===== config.mk =====
export PLATFORM = sky130hd
export DESIGN_NAME = board_turn_controller
export DESIGN_NICKNAME = d
export VERILOG_FILES = /design/src/rtl/board_turn_controller.sv
export SDC_FILE = /design/constraint.sdc
export NUM_CORES = 1
export LEC_CHECK = 0
export CAP_MARGIN = 10
export CORE_AREA = 2 2 73 75
export CTS_CLUSTER_SIZE = 10
export DETAILED_ROUTE_END_ITERATION = 7
export DIE_AREA = 0 0 75 77
export GPL_ROUTABILITY_DRIVEN = 0
export PLACE_DENSITY_LB_ADDON = 0.12
export SYNTH_ARGS = -nofsm -noshare
export SYNTH_HDL_FRONTEND = slang
export SYNTH_SLANG_ARGS = --single-unit

===== constraint.sdc =====
create_clock -name clk -period 2.5 [get_ports clk]
set_input_delay 0.5 -clock clk [delete_from_list [all_inputs] [get_ports clk]]
set_output_delay 0.5 -clock clk [all_outputs]
set_load 0.02 [all_outputs]

===== src/rtl/board_turn_controller.sv =====
// Tic-tac-toe board/turn sequencer: takes move requests, drives X_en/O_en into the
// move checker, commits legal moves and detects win/draw. Define WIN_SCORE_EN to add win counters.
//
// state | meaning
// WAIT  | idle, accepting a move request
// CHECK | enable asserted, checker result sampled at end of cycle
// EVAL  | scan lines of the player who just moved
// OVER  | game finished, only new_game/reset leave
module board_turn_controller #(
  parameter logic FIRST_PLAYER = 1'b0
`ifdef WIN_SCORE_EN
  , parameter int SCORE_W = 4
`endif
) (
  input  logic       clk,
  input  logic       rst_n,
  input  logic       new_game,
  input  logic       move_valid,
  input  logic [3:0] move_pos,
  input  logic       illegal_move,
  output logic       move_ready,
  output logic [1:0] pos1,
  output logic [1:0] pos2,
  output logic [1:0] pos3,
  output logic [1:0] pos4,
  output logic [1:0] pos5,
  output logic [1:0] pos6,
  output logic [1:0] pos7,
  output logic [1:0] pos8,
  output logic [1:0] pos9,
  output logic [8:0] X_en,
  output logic [8:0] O_en,
  output logic       turn,
  output logic       illegal_flag,
  output logic [3:0] move_count,
  output logic       game_over,
  output logic [1:0] winner
`ifdef WIN_SCORE_EN
  , output logic [SCORE_W-1:0] x_score
  , output logic [SCORE_W-1:0] o_score
`endif
);

  typedef enum logic [1:0] {WAIT, CHECK, EVAL, OVER} state_t;

  state_t          state;
  logic [8:0][1:0] board;
  logic [3:0]      sel;
  logic            line_done;

  function automatic logic has_line(input logic [8:0][1:0] b, input logic [1:0] c);
    has_line = (b[0] == c && b[1] == c && b[2] == c) ||
               (b[3] == c && b[4] == c && b[5] == c) ||
               (b[6] == c && b[7] == c && b[8] == c) ||
               (b[0] == c && b[3] == c && b[6] == c) ||
               (b[1] == c && b[4] == c && b[7] == c) ||
               (b[2] == c && b[5] == c && b[8] == c) ||
               (b[0] == c && b[4] == c && b[8] == c) ||
               (b[2] == c && b[4] == c && b[6] == c);
  endfunction

  // turn has already toggled by EVAL, so the mover is the opposite player
  assign line_done = has_line(board, turn ? 2'b01 : 2'b10);

  assign pos1 = board[0];
  assign pos2 = board[1];
  assign pos3 = board[2];
  assign pos4 = board[3];
  assign pos5 = board[4];
  assign pos6 = board[5];
  assign pos7 = board[6];
  assign pos8 = board[7];
  assign pos9 = board[8];

  always_ff @(posedge clk) begin
    if (!rst_n || new_game) begin
      state        <= WAIT;
      board        <= '0;
      sel          <= '0;
      X_en         <= '0;
      O_en         <= '0;
      turn         <= FIRST_PLAYER;
      illegal_flag <= 1'b0;
      move_count   <= '0;
      game_over    <= 1'b0;
      winner       <= 2'b00;
      move_ready   <= 1'b1;
    end else begin
      illegal_flag <= 1'b0;
      case (state)
        WAIT: begin
          if (move_valid) begin
            if (move_pos <= 4'd8) begin
              sel        <= move_pos;
              move_ready <= 1'b0;
              state      <= CHECK;
              if (turn) O_en <= 9'd1 << move_pos;
              else      X_en <= 9'd1 << move_pos;
            end else begin
              illegal_flag <= 1'b1;
            end
          end
        end
        CHECK: begin
          X_en <= '0;
          O_en <= '0;
          if (illegal_move) begin
            illegal_flag <= 1'b1;
            move_ready   <= 1'b1;
            state        <= WAIT;
          end else begin
            board[sel] <= turn ? 2'b10 : 2'b01;
            turn       <= ~turn;
            move_count <= (move_count == 4'd9) ? move_count : move_count + 4'd1;
            state      <= EVAL;
          end
        end
        EVAL: begin
          if (line_done) begin
            winner    <= turn ? 2'b01 : 2'b10;
            game_over <= 1'b1;
            state     <= OVER;
          end else if (move_count == 4'd9) begin
            winner    <= 2'b11;
            game_over <= 1'b1;
            state     <= OVER;
          end else begin
            move_ready <= 1'b1;
            state      <= WAIT;
          end
        end
        OVER: state <= OVER;
        default: state <= WAIT;
      endcase
    end
  end

`ifdef WIN_SCORE_EN
  localparam logic [SCORE_W-1:0] SCORE_MAX = '1;

  // counters survive new_game; only reset clears them
  always_ff @(posedge clk) begin
    if (!rst_n) begin
      x_score <= '0;
      o_score <= '0;
    end else if (!new_game && state == EVAL && line_done) begin
      if (turn) begin
        if (x_score != SCORE_MAX) x_score <= x_score + 1'b1;
      end else begin
        if (o_score != SCORE_MAX) o_score <= o_score + 1'b1;
      end
    end
  end
`endif

endmodule


==> impl_metrics.xml, run 1 <==
<?xml version="1.0" encoding="UTF-8"?>
<metrics>
  <group name="cells_and_area">
    <metric name="seq_area" unit="um2">1040</metric>
    <metric name="syn2layout_area_growth" unit="%">31.1</metric>
    <metric name="nNetsFinal" unit="">361</metric>
    <metric name="final_instance_area" unit="um2">3170</metric>
    <metric name="drive_above_1_share" unit="">0.0636</metric>
    <metric name="fillCellCount" unit="">459</metric>
    <metric name="multiInputGateArea" unit="um2">1300</metric>
    <metric name="antenna_cells" unit="">0</metric>
  </group>
  <group name="sta">
    <metric name="setup_violations" unit="">0</metric>
    <metric name="timing_hold_violations_final" unit="">0</metric>
    <metric name="fin_worst_skew" unit="ns">0.0101</metric>
    <metric name="totalNegativeSetupSlack" unit="ns">0</metric>
    <metric name="fmax" unit="GHz">0.442</metric>
    <metric name="tightest_slew" unit="ns">0.493</metric>
    <metric name="slew_headroom" unit="">0.672</metric>
    <metric name="unrepaired_setup_endpoints_after_global_routing" unit="">no</metric>
    <metric name="period_minus_slack" unit="ns">2.26</metric>
    <metric name="fin_crit_sh" unit="">0.906</metric>
    <metric name="timing_max_transition_violations_final" unit="">0</metric>
  </group>
  <group name="worst_setup_path">
    <metric name="crit_arrival" unit="ns">1.76</metric>
    <metric name="cpMaxStageDelayCell" unit="">sky130_fd_sc_hd__clkdlybuf4s50_1</metric>
    <metric name="critical_path_class" unit="">reg -&gt; out</metric>
    <metric name="critical_path_end_type" unit="">output pin</metric>
    <metric name="timing.critical_path.slowest_cell_delay" unit="ns">0.62</metric>
    <metric name="critical_path_required" unit="ns">2.00</metric>
    <metric name="critical_path.startpoint_type" unit="">register</metric>
    <metric name="worstSetupPathDepth" unit="">2</metric>
    <metric name="worst-r2r-cell-count" unit="">6</metric>
    <metric name="cpLargestDelayFamily" unit="">buffers and inverters</metric>
    <metric name="highest_net_fanout_along_the_worst_path" unit="">13</metric>
    <metric name="timing.critical_path.buf_inv" unit="">2</metric>
    <metric name="crit_chain" unit="">buf_4, clkdlybuf4s50_1</metric>
  </group>
  <group name="worst_hold_path">
    <metric name="worstHoldPathCells" unit="">2</metric>
    <metric name="hold_wc_path_type" unit="">reg -&gt; reg</metric>
  </group>
  <group name="synthesis">
    <metric name="syn_inst" unit="">287</metric>
    <metric name="synth_area" unit="um2">2420</metric>
    <metric name="mappedNetlistNets" unit="">303</metric>
    <metric name="ys_async_sr_fraction" unit="">0</metric>
    <metric name="ys_types" unit="">42</metric>
    <metric name="avgSynthCellArea" unit="um2">8.43</metric>
    <metric name="synth_seq_area_share" unit="">0.430</metric>
    <metric name="number_of_synthesized_register_bits" unit="">52</metric>
    <metric name="most_numerous_cell_in_the_yosys_netlist" unit="">sky130_fd_sc_hd__nor2_1</metric>
    <metric name="edff_count_synth" unit="">0</metric>
    <metric name="post_synth_main_area_contributors" unit="">sky130_fd_sc_hd__dfxtp_1, sky130_fd_sc_hd__mux2i_1, sky130_fd_sc_hd__nor2_1</metric>
    <metric name="synth_largest_type_area_fraction" unit="">0.430</metric>
    <metric name="synth_top_flop_cell" unit="">sky130_fd_sc_hd__dfxtp_1</metric>
    <metric name="post-synth-top-area-cell" unit="">sky130_fd_sc_hd__dfxtp_1</metric>
    <metric name="ys_warn_count" unit="">0</metric>
    <metric name="synth.top_cells.by_count" unit="">sky130_fd_sc_hd__nor2_1, sky130_fd_sc_hd__dfxtp_1, sky130_fd_sc_hd__mux2i_1, sky130_fd_sc_hd__nand2_1, sky130_fd_sc_hd__a21oi_1</metric>
  </group>
  <group name="global_routing">
    <metric name="grt_first_pass_wirelength" unit="mm">9.51</metric>
    <metric name="grt_overflow" unit="">0</metric>
    <metric name="globalRouteTotalUtil" unit="">0.207</metric>
    <metric name="grt_antenna_before_repair" unit="">0</metric>
    <metric name="first_global_vias" unit="">2016</metric>
    <metric name="grt_start_max_net_pins" unit="">32</metric>
  </group>
  <group name="clock_network">
    <metric name="htreeDepth" unit="">2</metric>
    <metric name="clk_pin_slew_worst_paths" unit="ns">0.10</metric>
    <metric name="cts-root-buf" unit="">sky130_fd_sc_hd__clkbuf_8</metric>
    <metric name="numCtsBuffers" unit="">5</metric>
    <metric name="clock_path_buffers" unit="">2</metric>
    <metric name="insertion_delay" unit="ns">0.31</metric>
    <metric name="numClockSinks" unit="">52</metric>
    <metric name="cts_tree" unit="">done</metric>
    <metric name="post_cts_buffers" unit="">0</metric>
    <metric name="post_cts_hold_buffer_count" unit="">0</metric>
    <metric name="cts_resized" unit="">0</metric>
  </group>
  <group name="detailed_routing">
    <metric name="drcViolationCount" unit="">0</metric>
    <metric name="vias_per_cell" unit="">5.15</metric>
    <metric name="dr.first_iter.drc_count" unit="">85</metric>
    <metric name="route.final.wire_length" unit="mm">5.49</metric>
    <metric name="vias" unit="">2142</metric>
    <metric name="drt-pass1-iter-count" unit="">5</metric>
    <metric name="antenna_violating_nets_left" unit="">0</metric>
    <metric name="avgRoutedWirePerCell" unit="um">13.2</metric>
  </group>
  <group name="power_and_ir_drop">
    <metric name="power.density_cell_area" unit="nW/um2">464</metric>
    <metric name="power.static_leakage" unit="nW">1.10</metric>
    <metric name="worst_ir_drop_vdd" unit="mV">0.407</metric>
  </group>
  <group name="die">
    <metric name="die_w" unit="um">75</metric>
    <metric name="dieArea" unit="um2">5780</metric>
    <metric name="start_util" unit="">0.486</metric>
    <metric name="floorplan.io_pins" unit="">55</metric>
    <metric name="rows" unit="">26</metric>
    <metric name="die_y" unit="um">77</metric>
    <metric name="fp.coreArea" unit="um2">4980</metric>
  </group>
  <group name="run">
    <metric name="max_cap_violations" unit="">0</metric>
  </group>
  <group name="place">
    <metric name="portBuffers" unit="">54</metric>
    <metric name="dpl-instance-area" unit="um2">3080</metric>
    <metric name="place_hpwl" unit="mm">3.98</metric>
  </group>
  <group name="status">
    <metric name="status" unit="">complete, no violations</metric>
  </group>
</metrics>
[stage by stage]
| step | power, mW | std cells | util | hold WS [ns] | setup WS (ns) |
|---|---|---|---|---|---|
| floorplan | 0.937 | 287 | - | 0.508 | 0.734 |
| global route | 1.52 | 416 | 0.638 | 0.465 | 0.0763 |
| CTS | 1.48 | 416 | 0.638 | 0.448 | 0.229 |
| finish | 1.47 | 416 | 0.638 | 0.446 | 0.235 |
| global placement | 0.987 | 408 | 0.619 | 0.432 | 0.212 |
| detailed placement | 0.987 | 408 | 0.619 | 0.435 | 0.164 |
[path summary, 6_finish.rpt]
path / startpoint / endpoint / slack [ns]
setup / recovery: turn$_SDFFE_PP0P_ / turn / 0.24
hold / removal: winner[0]$_SDFFE_PP0P_ / winner[0]$_SDFFE_PP0P_ / 0.45
setup reg to reg: turn$_SDFFE_PP0P_ / move_ready$_SDFFE_PP1P_ / 0.31
hold reg to reg: winner[0]$_SDFFE_PP0P_ / winner[0]$_SDFFE_PP0P_ / 0.45
[logic make-up (layout without fill, tap and decap cells)]
group	count (synthesis)	after routing	share of synthesized area
adders and majority gates	7	7	0.0362
and+or+nand+nor	136	136	0.269
xor gates and xnor gates	3	3	0.0109
DFF	52	52	0.430
buffers and inverters	20	79	0.0331
AOI/OAI and AO/OA	44	44	0.117
muxes	25	25	0.103
[registers in the layout, summed over array words and instances (netlist names), 2 cells and up]
name / flops
O_en: 9
winner: 2
state: 2
pos4: 2
pos9: 2
pos5: 2
pos1: 2
X_en: 9
move_count: 4
pos2: 2
pos6: 2
sel: 4
pos8: 2
pos3: 2
pos7: 2
[cell type report]
class                           instances  area share
Timing Repair Buffer                   63       0.196
Tap cell                               70      0.0276
Inverter                                8     0.00946
Clock inverter                          2     0.00315
Multi-Input combinational cell        215       0.410
Sequential cell                        52       0.328
Clock buffer                            6      0.0260
[where the power goes]
part | internal [mW] | leakage [nW] | switching (mW)
Combinational | 0.0579 | 0.627 | 0.0711
Clock | 0.222 | 0.0510 | 0.280
Sequential | 0.834 | 0.419 | 0.00615
[layer usage]
| layer | share of wire | vias to the layer above | GRT usage |
|---|---|---|---|
| met5 | 0 | - | 0 |
| met4 | 0.017 | 0 | 0.0696 |
| met3 | 0.054 | 8 | 0.0434 |
| met2 | 0.46 | 54 | 0.309 |
| met1 | 0.47 | 988 | 0.295 |
| li1 | - | 1092 | - |
[cells in the final DEF (no fill, tap or decap), types with 3 or more instances in the layout]
cell and count:
sky130_fd_sc_hd__buf_4 8, sky130_fd_sc_hd__nand3b_1 4, sky130_fd_sc_hd__clkdlybuf4s50_1 54, sky130_fd_sc_hd__nor2b_1 4
sky130_fd_sc_hd__dfxtp_1 52, sky130_fd_sc_hd__inv_1 8, sky130_fd_sc_hd__nand2_1 24, sky130_fd_sc_hd__nand3_1 7
sky130_fd_sc_hd__or3b_1 3, sky130_fd_sc_hd__nor2_1 64, sky130_fd_sc_hd__a21oi_1 22, sky130_fd_sc_hd__nand2b_1 10
sky130_fd_sc_hd__clkbuf_8 6, sky130_fd_sc_hd__nor3b_1 3, sky130_fd_sc_hd__o32ai_1 3, sky130_fd_sc_hd__mux2i_1 25
sky130_fd_sc_hd__nor3_1 3, sky130_fd_sc_hd__o22ai_1 6, sky130_fd_sc_hd__ha_1 7
[tightest hold or removal path: stages, from the launching register on]
cell                       delay [ns]
sky130_fd_sc_hd__dfxtp_1         0.32
sky130_fd_sc_hd__inv_1           0.05
sky130_fd_sc_hd__a21boi_1        0.04
Note: power is estimated with default switching activity, not from simulation.
==> run 2: changes to the inputs <==
--- a/config.mk
+++ b/config.mk
@@ -5,11 +5,12 @@
 export SDC_FILE = /design/constraint.sdc
 export NUM_CORES = 1
 export LEC_CHECK = 0
+export ABC_AREA = 1
 export CAP_MARGIN = 10
-export CORE_AREA = 2 2 73 75
+export CORE_AREA = 2 2 75 77
 export CTS_CLUSTER_SIZE = 10
 export DETAILED_ROUTE_END_ITERATION = 7
-export DIE_AREA = 0 0 75 77
+export DIE_AREA = 0 0 77 79
 export GPL_ROUTABILITY_DRIVEN = 0
 export PLACE_DENSITY_LB_ADDON = 0.12
 export SYNTH_ARGS = -nofsm -noshare
==> impl_metrics.xml, run 2 <==
<?xml version="1.0" encoding="UTF-8"?>
<metrics>
  <group name="worst_setup_path">
    <metric name="critical_path_required" unit="ns">2.00</metric>
    <metric name="highest_net_fanout_along_the_worst_path" unit="">7</metric>
    <metric name="critical_path_class" unit="">reg -&gt; out</metric>
    <metric name="worstSetupPathDepth" unit="">1</metric>
    <metric name="timing.critical_path.slowest_cell_delay" unit="ns">0.68</metric>
    <metric name="timing.critical_path.buf_inv" unit="">1</metric>
    <metric name="critical_path.startpoint_type" unit="">register</metric>
    <metric name="cpMaxStageDelayCell" unit="">sky130_fd_sc_hd__clkdlybuf4s50_1</metric>
    <metric name="worst-r2r-cell-count" unit="">12</metric>
    <metric name="critical_path_end_type" unit="">output pin</metric>
    <metric name="crit_arrival" unit="ns">1.59</metric>
    <metric name="crit_chain" unit="">clkdlybuf4s50_1</metric>
    <metric name="cpLargestDelayFamily" unit="">buffers and inverters</metric>
  </group>
  <group name="cells_and_area">
    <metric name="fillCellCount" unit="">532</metric>
    <metric name="seq_area" unit="um2">1040</metric>
    <metric name="multiInputGateArea" unit="um2">1270</metric>
    <metric name="nNetsFinal" unit="">441</metric>
    <metric name="finalNonFillerCells" unit="">498</metric>
    <metric name="most-common-layout-cells" unit="">sky130_fd_sc_hd__nand2_1, sky130_fd_sc_hd__nor2_1, sky130_fd_sc_hd__inv_1, sky130_fd_sc_hd__clkdlybuf4s50_1, sky130_fd_sc_hd__dfxtp_1</metric>
    <metric name="reg_top3" unit="">O_en: 9 flops, X_en: 9 flops</metric>
    <metric name="drive_above_1_share" unit="">0.110</metric>
    <metric name="syn2layout_area_growth" unit="%">25.5</metric>
    <metric name="antenna_cells" unit="">0</metric>
  </group>
  <group name="synthesis">
    <metric name="ys_types" unit="">31</metric>
    <metric name="synth.top_cells.by_count" unit="">sky130_fd_sc_hd__nand2_1, sky130_fd_sc_hd__nor2_1, sky130_fd_sc_hd__inv_1, sky130_fd_sc_hd__dfxtp_1, sky130_fd_sc_hd__a21oi_1</metric>
    <metric name="syn_inst" unit="">371</metric>
    <metric name="synth_largest_type_area_fraction" unit="">0.394</metric>
    <metric name="synth_area" unit="um2">2640</metric>
    <metric name="edff_count_synth" unit="">0</metric>
    <metric name="ys_async_sr_fraction" unit="">0</metric>
    <metric name="post-synth-top-area-cell" unit="">sky130_fd_sc_hd__dfxtp_1</metric>
    <metric name="post_synth_main_area_contributors" unit="">sky130_fd_sc_hd__dfxtp_1, sky130_fd_sc_hd__nand2_1, sky130_fd_sc_hd__nor2_1</metric>
    <metric name="largest_family_of_logic_cells_by_synthesized_area" unit="">simple AND/OR/NAND/NOR gates</metric>
    <metric name="share_of_the_synthesized_area_in_compound_gates_ao_oa_aoi_oai" unit="">0.167</metric>
    <metric name="ys_warn_count" unit="">0</metric>
    <metric name="synthXorXnorAreaFrac" unit="">0</metric>
    <metric name="number_of_synthesized_register_bits" unit="">52</metric>
    <metric name="mappedNetlistNets" unit="">387</metric>
    <metric name="synth_top_flop_cell" unit="">sky130_fd_sc_hd__dfxtp_1</metric>
    <metric name="post_synth_fa_ha_maj_area_fraction" unit="">0.0332</metric>
    <metric name="avgSynthCellArea" unit="um2">7.12</metric>
    <metric name="yosys-mux-area-fraction" unit="">0</metric>
    <metric name="synth_simple_gate_area_share" unit="">0.280</metric>
    <metric name="synth_seq_area_share" unit="">0.394</metric>
  </group>
  <group name="detailed_routing">
    <metric name="avgRoutedWirePerCell" unit="um">11.6</metric>
    <metric name="drt-pass1-iter-count" unit="">4</metric>
    <metric name="drcViolationCount" unit="">0</metric>
    <metric name="antenna_violating_nets_left" unit="">0</metric>
    <metric name="route.final.wire_length" unit="mm">5.77</metric>
    <metric name="dr.first_iter.drc_count" unit="">116</metric>
    <metric name="vias_per_cell" unit="">4.95</metric>
    <metric name="vias" unit="">2466</metric>
  </group>
  <group name="power_and_ir_drop">
    <metric name="power.density_cell_area" unit="nW/um2">476</metric>
    <metric name="worst_ir_drop_vdd" unit="mV">0.327</metric>
    <metric name="power.static_leakage" unit="nW">1.33</metric>
  </group>
  <group name="die">
    <metric name="die_y" unit="um">79</metric>
    <metric name="die_w" unit="um">77</metric>
    <metric name="fp.coreArea" unit="um2">5340</metric>
    <metric name="dieArea" unit="um2">6080</metric>
    <metric name="start_util" unit="">0.495</metric>
    <metric name="rows" unit="">27</metric>
    <metric name="floorplan.io_pins" unit="">55</metric>
  </group>
  <group name="sta">
    <metric name="unrepaired_setup_endpoints_after_global_routing" unit="">no</metric>
    <metric name="slew_headroom" unit="">0.501</metric>
    <metric name="tightest_slew" unit="ns">0.747</metric>
    <metric name="period_minus_slack" unit="ns">2.09</metric>
    <metric name="totalNegativeSetupSlack" unit="ns">0</metric>
    <metric name="fin_worst_skew" unit="ns">0.00250</metric>
    <metric name="timing_hold_violations_final" unit="">0</metric>
    <metric name="fin_crit_sh" unit="">0.834</metric>
    <metric name="timing_max_transition_violations_final" unit="">0</metric>
    <metric name="setup_violations" unit="">0</metric>
    <metric name="setup_slack" unit="ns">0.414</metric>
    <metric name="fmax" unit="GHz">0.479</metric>
  </group>
  <group name="clock_network">
    <metric name="clock_path_buffers" unit="">2</metric>
    <metric name="numClockSinks" unit="">52</metric>
    <metric name="clk_pin_slew_worst_paths" unit="ns">0.09</metric>
    <metric name="cts-root-buf" unit="">sky130_fd_sc_hd__clkbuf_8</metric>
    <metric name="cts_resized" unit="">0</metric>
    <metric name="post_cts_buffers" unit="">0</metric>
    <metric name="insertion_delay" unit="ns">0.31</metric>
    <metric name="htreeDepth" unit="">2</metric>
    <metric name="numCtsBuffers" unit="">5</metric>
    <metric name="cts_tree" unit="">done</metric>
    <metric name="post_cts_hold_buffer_count" unit="">0</metric>
  </group>
  <group name="global_routing">
    <metric name="grt_overflow" unit="">0</metric>
    <metric name="globalRouteTotalUtil" unit="">0.198</metric>
    <metric name="grt_antenna_before_repair" unit="">0</metric>
    <metric name="grt_first_pass_wirelength" unit="mm">9.84</metric>
    <metric name="first_global_vias" unit="">2331</metric>
    <metric name="grt_start_max_net_pins" unit="">32</metric>
  </group>
  <group name="status">
    <metric name="status" unit="">complete, no violations</metric>
  </group>
  <group name="place">
    <metric name="placed_cells_incl_taps" unit="">490</metric>
    <metric name="placement.setup.worst_slack" unit="ns">0.217</metric>
    <metric name="place_hpwl" unit="mm">4.33</metric>
    <metric name="portBuffers" unit="">54</metric>
  </group>
  <group name="run">
    <metric name="max_cap_violations" unit="">0</metric>
  </group>
  <group name="worst_hold_path">
    <metric name="hold_wc_path_type" unit="">reg -&gt; reg</metric>
    <metric name="worstHoldPathCells" unit="">2</metric>
  </group>
</metrics>
==> run 2: logic make-up after synthesis <==
family          count (synthesis)
compound gates                 71
simple gates                  169
fa+ha+maj                       7
flops                          52
buf+inv                        72
==> run 2: final cells by class <==
type	count	share of cell area
Multi-Input combinational cell	247	0.382
Sequential cell	52	0.314
Timing Repair Buffer	58	0.172
Inverter	61	0.0714
Tap cell	72	0.0272
Clock buffer	6	0.0219
Clock inverter	2	0.0106
==> run 2: final timing paths <==
check                                             start                 endpoint  slack (ns)
worst max-delay path                  turn$_SDFFE_PP0P_                     turn        0.41
worst min-delay path            move_ready$_SDFFE_PP1P_  move_ready$_SDFFE_PP1P_        0.47
worst max register to register    state[1]$_SDFFE_PP0P_     pos4[1]$_SDFFE_PP0P_        0.58
worst min register to register  move_ready$_SDFFE_PP1P_  move_ready$_SDFFE_PP1P_        0.47
==> run 2: metrics by stage <==
stage | util | total power [mW] | hold WS, ns | cell area [um2]
2_1_floorplan | - | 0.972 | 0.506 | 2640
3_5_place_dp | 0.600 | 1.02 | 0.461 | 3200
4_1_cts | 0.620 | 1.59 | 0.482 | 3310
3_3_place_gp | 0.600 | 1.02 | 0.456 | 3200
6_report | 0.620 | 1.58 | 0.473 | 3310
5_1_grt | 0.620 | 1.64 | 0.494 | 3310
==> run 2: report_power, final <==
part | total, mW | switching, mW | internal [mW]
Combinational | 0.156 | 0.0972 | 0.0583
Clock | 0.569 | 0.272 | 0.297
Sequential | 0.851 | 0.0100 | 0.841
==> run 2: per-layer routing <==
layer / vias up / share of wire / track usage
li1: 1281 / - / -
met1: 1124 / 0.44 / 0.223
met2: 50 / 0.50 / 0.364
met3: 11 / 0.044 / 0.0420
met4: 0 / 0.017 / 0.0821
met5: - / 0 / 0
==> run 2: worst register-to-register path, stage by stage (launching register included) <==
cell	delay, ns
sky130_fd_sc_hd__dfxtp_1	0.35
sky130_fd_sc_hd__inv_1	0.11
sky130_fd_sc_hd__ha_1	0.25
sky130_fd_sc_hd__inv_1	0.10
sky130_fd_sc_hd__nor2_2	0.21
sky130_fd_sc_hd__inv_2	0.10
sky130_fd_sc_hd__nor3_2	0.15
sky130_fd_sc_hd__inv_2	0.07
sky130_fd_sc_hd__nor2_1	0.12
sky130_fd_sc_hd__inv_1	0.09
sky130_fd_sc_hd__nor2_1	0.13
sky130_fd_sc_hd__inv_1	0.06
sky130_fd_sc_hd__a21oi_1	0.10
==> run 3: changes to the inputs <==
--- a/config.mk
+++ b/config.mk
@@ -7,10 +7,10 @@
 export LEC_CHECK = 0
 export ABC_AREA = 1
 export CAP_MARGIN = 10
-export CORE_AREA = 2 2 75 77
+export CORE_AREA = 2 2 79 81
 export CTS_CLUSTER_SIZE = 10
 export DETAILED_ROUTE_END_ITERATION = 7
-export DIE_AREA = 0 0 77 79
+export DIE_AREA = 0 0 81 83
 export GPL_ROUTABILITY_DRIVEN = 0
 export PLACE_DENSITY_LB_ADDON = 0.12
 export SYNTH_ARGS = -nofsm -noshare
==> constraint.sdc (replaced) <==
create_clock -name clk -period 1.8 [get_ports clk]
set_input_delay 0.36 -clock clk [delete_from_list [all_inputs] [get_ports clk]]
set_output_delay 0.36 -clock clk [all_outputs]
set_load 0.02 [all_outputs]
==> impl_metrics.xml, run 3 (synthesis results as in run 2) <==
<?xml version="1.0" encoding="UTF-8"?>
<metrics>
  <group name="global_routing">
    <metric name="grt_first_pass_wirelength" unit="mm">10.0</metric>
    <metric name="grt_start_max_net_pins" unit="">28</metric>
    <metric name="grt_antenna_before_repair" unit="">0</metric>
    <metric name="globalRouteTotalUtil" unit="">0.187</metric>
    <metric name="grt_overflow" unit="">0</metric>
    <metric name="first_global_vias" unit="">2207</metric>
  </group>
  <group name="clock_network">
    <metric name="cts-root-buf" unit="">sky130_fd_sc_hd__clkbuf_8</metric>
    <metric name="clock_path_buffers" unit="">2</metric>
    <metric name="clk_pin_slew_worst_paths" unit="ns">0.10</metric>
    <metric name="numCtsBuffers" unit="">5</metric>
    <metric name="numClockSinks" unit="">52</metric>
    <metric name="post_cts_hold_buffer_count" unit="">0</metric>
    <metric name="htreeDepth" unit="">2</metric>
    <metric name="cts_tree" unit="">done</metric>
    <metric name="insertion_delay" unit="ns">0.31</metric>
  </group>
  <group name="worst_setup_path">
    <metric name="critical_path_end_type" unit="">output pin</metric>
    <metric name="critical_path_class" unit="">reg -&gt; out</metric>
    <metric name="highest_net_fanout_along_the_worst_path" unit="">6</metric>
    <metric name="crit_arrival" unit="ns">1.37</metric>
    <metric name="worst-r2r-setup-slack" unit="ns">0.12</metric>
    <metric name="cpLargestDelayFamily" unit="">buffers and inverters</metric>
    <metric name="critical_path_required" unit="ns">1.44</metric>
    <metric name="critical_path.startpoint_type" unit="">register</metric>
    <metric name="timing.critical_path.buf_inv" unit="">1</metric>
    <metric name="crit_chain" unit="">clkdlybuf4s50_1</metric>
    <metric name="cpMaxStageDelayCell" unit="">sky130_fd_sc_hd__clkdlybuf4s50_1</metric>
    <metric name="timing.critical_path.slowest_cell_delay" unit="ns">0.64</metric>
  </group>
  <group name="detailed_routing">
    <metric name="drcViolationCount" unit="">0</metric>
    <metric name="vias_per_cell" unit="">4.69</metric>
    <metric name="avgRoutedWirePerCell" unit="um">11.3</metric>
    <metric name="dr.first_iter.drc_count" unit="">86</metric>
    <metric name="antenna_violating_nets_left" unit="">0</metric>
    <metric name="route.final.wire_length" unit="mm">5.93</metric>
    <metric name="drt-pass1-iter-count" unit="">4</metric>
    <metric name="vias" unit="">2465</metric>
  </group>
  <group name="cells_and_area">
    <metric name="antenna_cells" unit="">0</metric>
    <metric name="finalCoreUtilization" unit="">0.604</metric>
    <metric name="most-common-layout-cells" unit="">sky130_fd_sc_hd__nand2_1, sky130_fd_sc_hd__nor2_1, sky130_fd_sc_hd__inv_1</metric>
    <metric name="nNetsFinal" unit="">466</metric>
    <metric name="final_instance_area" unit="um2">3510</metric>
    <metric name="most_common_cell_after_layout_fill_and_taps_aside" unit="">sky130_fd_sc_hd__nand2_1</metric>
    <metric name="drive_above_1_share" unit="">0.173</metric>
    <metric name="syn2layout_area_growth" unit="%">33.1</metric>
    <metric name="reg_top3" unit="">O_en: 9 flops, X_en: 9 flops</metric>
  </group>
  <group name="die">
    <metric name="dieArea" unit="um2">6720</metric>
    <metric name="start_util" unit="">0.454</metric>
    <metric name="fp.coreArea" unit="um2">5820</metric>
    <metric name="die_w" unit="um">81</metric>
    <metric name="die_y" unit="um">83</metric>
    <metric name="floorplan.io_pins" unit="">55</metric>
    <metric name="rows" unit="">28</metric>
  </group>
  <group name="sta">
    <metric name="unrepaired_setup_endpoints_after_global_routing" unit="">yes</metric>
    <metric name="fin_crit_sh" unit="">0.958</metric>
    <metric name="timing_max_transition_violations_final" unit="">0</metric>
    <metric name="fmax" unit="GHz">0.580</metric>
    <metric name="setup_violations" unit="">0</metric>
    <metric name="timing_hold_violations_final" unit="">0</metric>
    <metric name="slew_headroom" unit="">0.748</metric>
    <metric name="tightest_slew" unit="ns">0.375</metric>
    <metric name="period_minus_slack" unit="ns">1.73</metric>
    <metric name="fin_worst_skew" unit="ns">0.00571</metric>
  </group>
  <group name="power_and_ir_drop">
    <metric name="power.static_leakage" unit="nW">1.48</metric>
    <metric name="worst_ir_drop_vdd" unit="mV">0.327</metric>
    <metric name="power.density_cell_area" unit="nW/um2">605</metric>
  </group>
  <group name="place">
    <metric name="place_hpwl" unit="mm">4.44</metric>
    <metric name="dpl-instance-area" unit="um2">3380</metric>
    <metric name="portBuffers" unit="">54</metric>
  </group>
  <group name="worst_hold_path">
    <metric name="hold_wc_path_type" unit="">reg -&gt; reg</metric>
  </group>
  <group name="status">
    <metric name="status" unit="">complete, no violations</metric>
  </group>
  <group name="run">
    <metric name="max_cap_violations" unit="">0</metric>
  </group>
</metrics>
run 3: timing repair:
| action | CTS | global route |
|---|---|---|
| pin swaps | 0 | 0 |
| setup buffers | 0 | 4 |
| setup endpoints to repair | 1 | 27 |
| resized for setup | 1 | 9 |
run 3: report_power, final:
part           switching [mW]  internal (mW)
registers              0.0130           1.17
logic                   0.146          0.119
clock network           0.401          0.278
run 3: final timing paths:
| kind | cells past startpoint | startpoint | end |
|---|---|---|---|
| worst max-delay path | 1 | move_count[2]$_SDFFE_PP0P_ | move_count[2] |
| worst min-delay path | 2 | game_over$_SDFFE_PP0P_ | game_over$_SDFFE_PP0P_ |
| worst max register to register | 10 | state[0]$_SDFFE_PP0P_ | X_en[5]$_SDFFE_PP0P_ |
| worst min register to register | 2 | game_over$_SDFFE_PP0P_ | game_over$_SDFFE_PP0P_ |
run 3: layout make-up:
cell class | instances | area [um2]
tap | 75 | 93.8
timing repair buffer | 83 | 774
fill | 566 | 2300
clock inverter | 2 | 16.3
sequential | 52 | 1040
multi-input combinational | 247 | 1280
inverter | 61 | 236
clock buffer | 6 | 72.6
run 3: worst min-delay path: stages, from the launching register on:
cell                      delay (ns)
sky130_fd_sc_hd__dfxtp_1        0.33
sky130_fd_sc_hd__nor2_1         0.04
sky130_fd_sc_hd__nor2_1         0.07
run 3: routing by layer:
metal,part of all wire,GRT usage
met5,0,0
met4,0.0066,0.0416
met3,0.039,0.0489
met2,0.47,0.303
met1,0.49,0.249
run 3: stage by stage:
stage               setup TNS, ns  worst slack, ns  hold WS (ns)  total power [mW]  cells
global route              -0.0119          -0.0119         0.510              2.23    526
detailed placement          -2.34           -0.202         0.459              1.46    514
CTS                             0           0.0396         0.481              2.13    522
floorplan                       0            0.169         0.499              1.35    371
global placement            -1.54           -0.146         0.451              1.45    514
finish                          0           0.0749         0.472              2.13    526
